## config.mk

```make
export PLATFORM = sky130hd
export DESIGN_NAME = result_collector
export DESIGN_NICKNAME = d
export VERILOG_FILES = /design/src/rtl/result_collector.sv
export SDC_FILE = /design/constraint.sdc
export NUM_CORES = 1
export LEC_CHECK = 0
export CORE_MARGIN = 2
export CORE_UTILIZATION = 30
export DETAILED_ROUTE_END_ITERATION = 10
export GPL_TIMING_DRIVEN = 0
export PLACE_DENSITY = 0.51
export SLEW_MARGIN = 20
export SYNTH_ARGS = -nofsm -noshare
export SYNTH_HDL_FRONTEND = slang
export SYNTH_SLANG_ARGS = --single-unit
```

## constraint.sdc

```tcl
create_clock -name clk -period 8.5 [get_ports clk]
set_input_delay 1.7 -clock clk [delete_from_list [all_inputs] [get_ports clk]]
set_output_delay 1.7 -clock clk [all_outputs]
set_load 0.005 [all_outputs]
```

## src/rtl/result_collector.sv

```systemverilog
// result_collector: deskews column results from the array bottom edge into rows,
// buffers them in a circular row FIFO and drains them element-by-element.
// Build option: define COLLECTOR_COL_REVERSE_EN to drain each row from the last column down to 0.
`default_nettype none

module result_collector #(
  parameter int ARR_SIZE   = 4,
  parameter int DATA_W     = 16,
  parameter int ROW_DEPTH  = ARR_SIZE * 2,
  parameter int ADDR_WIDTH = $clog2(ROW_DEPTH)
) (
  input  logic                         clk,
  input  logic                         rst,
  input  logic [1:0]                   state,
  input  logic [ARR_SIZE*DATA_W-1:0]   col_in,
  input  logic                         in_valid,
  output logic [DATA_W-1:0]            out_data,
  output logic                         out_valid,
  input  logic                         out_ready,
  output logic                         out_last,
  output logic [ADDR_WIDTH:0]          count,
  output logic                         full,
  output logic                         empty,
  output logic                         overflow
);

  localparam logic [1:0] ST_IDLE    = 2'b00;
  localparam logic [1:0] ST_CAPTURE = 2'b01;
  localparam logic [1:0] ST_DRAIN   = 2'b10;

  localparam int                  COL_W     = (ARR_SIZE > 1) ? $clog2(ARR_SIZE) : 1;
  localparam logic [COL_W-1:0]    LAST_COL  = COL_W'(ARR_SIZE - 1);
  localparam logic [ADDR_WIDTH-1:0] LAST_PTR = ADDR_WIDTH'(ROW_DEPTH - 1);
  localparam logic [ADDR_WIDTH:0] DEPTH_CNT = (ADDR_WIDTH+1)'(ROW_DEPTH);

  logic [ARR_SIZE*DATA_W-1:0] aligned;
  logic                       row_valid;
  logic                       capture_valid;

  logic [ARR_SIZE*DATA_W-1:0] mem [ROW_DEPTH];
  logic [ADDR_WIDTH-1:0]      head;
  logic [ADDR_WIDTH-1:0]      tail;
  logic [COL_W-1:0]           col_idx;
  logic [COL_W-1:0]           col_sel;
  logic [ARR_SIZE*DATA_W-1:0] head_row;

  logic last_col;
  logic accept;
  logic pop;
  logic push;
  logic drop;

  assign capture_valid = in_valid && (state == ST_CAPTURE);

  // Column k arrives k cycles late, so it is delayed ARR_SIZE-1-k cycles to line up.
  for (genvar k = 0; k < ARR_SIZE; k++) begin : g_col
    localparam int DEPTH = ARR_SIZE - 1 - k;
    if (DEPTH == 0) begin : g_direct
      assign aligned[k*DATA_W +: DATA_W] = col_in[k*DATA_W +: DATA_W];
    end else begin : g_delay
      logic [DATA_W-1:0] pipe [DEPTH];
      always_ff @(posedge clk or negedge rst) begin
        if (!rst) begin
          for (int i = 0; i < DEPTH; i++) pipe[i] <= '0;
        end else begin
          pipe[0] <= col_in[k*DATA_W +: DATA_W];
          for (int i = 1; i < DEPTH; i++) pipe[i] <= pipe[i-1];
        end
      end
      assign aligned[k*DATA_W +: DATA_W] = pipe[DEPTH-1];
    end
  end

  if (ARR_SIZE > 1) begin : g_valid_delay
    logic [ARR_SIZE-2:0] vpipe;
    always_ff @(posedge clk or negedge rst) begin
      if (!rst) begin
        vpipe <= '0;
      end else begin
        vpipe[0] <= capture_valid;
        for (int i = 1; i < ARR_SIZE - 1; i++) vpipe[i] <= vpipe[i-1];
      end
    end
    assign row_valid = vpipe[ARR_SIZE-2];
  end else begin : g_valid_direct
    assign row_valid = capture_valid;
  end

  assign empty     = (count == '0);
  assign full      = (count == DEPTH_CNT);
  assign out_valid = (state == ST_DRAIN) && !empty;
  assign last_col  = (col_idx == LAST_COL);
  assign out_last  = out_valid && last_col;
  assign accept    = out_valid && out_ready;
  assign pop       = accept && last_col;
  // A full FIFO still accepts a row when the head row leaves in the same cycle.
  assign push      = row_valid && (!full || pop);
  assign drop      = row_valid && full && !pop;

`ifdef COLLECTOR_COL_REVERSE_EN
  assign col_sel = LAST_COL - col_idx;
`else
  assign col_sel = col_idx;
`endif

  assign head_row = mem[head];

  always_comb begin
    out_data = '0;
    if (out_valid) begin
      out_data = head_row[int'(col_sel)*DATA_W +: DATA_W];
    end
  end

  always_ff @(posedge clk) begin
    if (push) begin
      mem[tail] <= aligned;
    end
  end

  always_ff @(posedge clk or negedge rst) begin
    if (!rst) begin
      head    <= '0;
      tail    <= '0;
      count   <= '0;
      col_idx <= '0;
    end else begin
      if (accept) begin
        col_idx <= last_col ? '0 : col_idx + 1'b1;
      end
      if (pop) begin
        head <= (head == LAST_PTR) ? '0 : head + 1'b1;
      end
      if (push) begin
        tail <= (tail == LAST_PTR) ? '0 : tail + 1'b1;
      end
      case ({push, pop})
        2'b10:   count <= count + 1'b1;
        2'b01:   count <= count - 1'b1;
        default: count <= count;
      endcase
    end
  end

  always_ff @(posedge clk or negedge rst) begin
    if (!rst) begin
      overflow <= 1'b0;
    end else if (state == ST_IDLE) begin
      overflow <= 1'b0;
    end else if (drop) begin
      overflow <= 1'b1;
    end
  end

endmodule

`default_nettype wire

```

==> reports/qor.yml <==
outcome: "finished clean"
ir_worst_vdd_v: 0.000122
hold_path_depth: 0
cts_setup_buffers: 0
hold_start: "g_col[0].g_delay.pipe[44]$_DFF_PN0_"
p_leak_uw: 0.00932
final-hold-violation-count: 0
port_buffers: 94
period_share_pct: 70.2
synth_fp_nets: 1076
cp_data_arrival_time_ps: 4260
wl_per_cell_um: 23.3
synth.area.top_cells: "edfxtp_1 67%, dfrtp_1 12%, mux4_2 11%"
post-synth-top-count-cell: "edfxtp_1"
grt_max_degree: 78
clkSlewWorstSetupHoldPaths_ps: 60
start_kind: "primary input"
syn_avg_cell_area_um2: 22.8
cts_made_buffers: 68
min_to: "g_col[0].g_delay.pipe[28]$_DFF_PN0_"
reg2reg_from: "col_idx[0]$_DFFE_PN0P_"
worstMarginPinSlew_ps: 914
timing.rr.end: "mem[0][23]$_DFFE_PP_"
slowest_delay_ps: 580
cts_resized: 0
critPathCaptureType: "primary output"
ys_ff_latch: 624
synth_seq_area_share_pct: 79.8
grt_pass1_wl_um: 78100
start_util_pct: 30.1
setup_tns_ps: 0
area_growth_pct: 22.7
critical_path_class: "primary input to primary output"
die_width_um: 280
rows: 101
netlist_area_um2: 22800
antenna_found_initial: 2
synth.distinct_cells: 47
vias_per_cell: 4.67
clkSinkCount: 624
dpl.hpwl_um: 37100
dieArea_um2: 78200
drv_cap: 0
hold_buffers: 0
drt-initial-drc-count: 785
ys_async_sr_fraction_pct: 17.9
cp_common_cell: "clkdlybuf4s50_1"
nets: 1329
setup-violations-final: 0
crit_family: "buffers and inverters"
ctsRootBufferMaster: "clkbuf_16"
yosysTopAreaCell: "edfxtp_1"
diodes: 0
postRouteAntennaNets: 0
cts_tree: "built"
hold_path_class: "flip-flop to flip-flop"
synth_top_cells_by_count: "512 x edfxtp_1, 112 x dfrtp_1, 110 x mux4_2, 64 x mux2i_1, 17 x a31oi_1"
r2r_cells: 9
slowest_stage: "clkdlybuf4s50_1"
die_h_um: 280
drv_slew: 0
grt_use_total_pct: 13.8
vias: 10700
cts_max_level: 3
min_period_ps: 5960
drc_errors: 0
clock_skew_ps: 16.6
max_freq_ghz: 0.168
cp_cell_sequence: "clkdlybuf4s50_1 -> or3b_1 -> buf_2 -> buf_6 -> a221o_1 -> a31oi_1 -> clkdlybuf4s50_1"
finalWeightedCongestion: 0.820
regToRegSetupSlack_ps: 4420
core_um2: 75600
power.density_nw_per_um2: 297
crit_buf_inv: 4
ys_warn_count: 0
drt-total-wl_um: 53100
clock_path_buffers: 3
drive_gt1_share_pct: 27.0
netlist_instances: 1000
firstDrtPassIters: 7
synth_edf_count: 512
slew_headroom_pct: 38.9
cp.required_ps: 6800
clk_latency_ps: 590
ios: 95
grt_pass1_vias: 11600
rsz0062_at_grt: "no"
synthFlopType: "edfxtp_1"
power_uw: 8290
crit_fanout: 10
synth_top_area_share_pct: 67.5
overflow: 0
[worst max path at each step]
stage | from | end | slack [ps] | depth (start not counted)
floorplan | state[0] | mem[2][0]$_DFFE_PP_ | -1250 | 4
global placement | state[0] | mem[4][40]$_DFFE_PP_ | -9730 | 5
detailed placement | state[1] | out_data[7] | 2660 | 7
CTS | state[1] | out_data[7] | 2640 | 7
global route | state[1] | out_data[6] | 2520 | 7
finish | state[1] | out_data[6] | 2540 | 7
[flip-flops by register name, indices dropped and copies added (netlist names)]
register and count:
aligned 32, count 4, col_idx 2, overflow 1, g_valid_delay.vpipe 3, g_col.g_delay.pipe 64, head 3, mem 512
tail 3
[power breakdown]
group	switching [µW]	leakage, µW	total, µW	internal, µW
logic	1010	0.00230	1840	826
clock network	1150	0.00109	2900	1750
registers	93.7	0.00593	3560	3460
total	2260	0.00932	8290	6040
[cell usage in the layout, fill, tap and decap left out, types with 13 or more instances in the layout]
cell | Yosys | layout
a221o_1 | 16 | 16
a221oi_1 | 13 | 13
a22oi_1 | 16 | 16
a31oi_1 | 17 | 17
buf_2 | 11 | 41
buf_4 | 16 | 58
buf_6 | 4 | 16
clkbuf_1 | 13 | 25
clkbuf_16 | 0 | 74
clkdlybuf4s50_1 | 0 | 93
dfrtp_1 | 112 | 112
edfxtp_1 | 512 | 512
mux2i_1 | 64 | 64
mux4_2 | 110 | 110
o21ai_0 | 15 | 15
[cell type report]
cell class | instances | area [µm²]
multi-input combinational | 324 | 4310
inverter | 3 | 11.3
buffer | 49 | 328
clock buffer | 95 | 2020
tap | 978 | 1220
clock inverter | 26 | 208
fill | 6962 | 47600
timing repair buffer | 183 | 1680
sequential | 624 | 18200
[logic make-up (layout without fill, tap and decap cells)]
kind of cell / Yosys count / count (layout) / share of synthesized area [%]
xor+xnor: 4 / 4 / 0.154
simple gates: 44 / 44 / 1.09
mux: 183 / 183 / 14.3
flops: 624 / 624 / 79.8
buf+inv: 52 / 356 / 1.49
compound gates: 87 / 87 / 2.89
fa+ha+maj: 6 / 6 / 0.329
[worst register-to-register path, cell delays in order, from the launching register on]
cell,delay (ps)
dfrtp_1,450
ha_1,340
nand4b_1,250
nor2_1,760
o21ai_2,280
nor4_2,660
buf_2,360
buf_2,230
buf_2,220
buf_2,230
[metal layers]
layer | share of wire [%] | global-route usage (%)
met1 | 41 | 17.3
met2 | 50 | 23.1
met3 | 5.9 | 3.89
met4 | 2.4 | 3.92
met5 | 0.33 | 1.44
[through the flow]
stage          instances  area, µm²  setup WS [ps]  hold slack, ps  utilization [%]
2_1_floorplan       1000      22800          -1250             331                -
3_3_place_gp        2072      24900          -9730             333             33.0
3_5_place_dp        2161      25700           2660             335             34.0
4_1_cts             2282      28000           2640             344             37.0
5_1_grt             2282      28000           2520             353             37.0
6_report            2282      28000           2540             341             37.0
No activity file was read; power rests on OpenSTA's default activity.
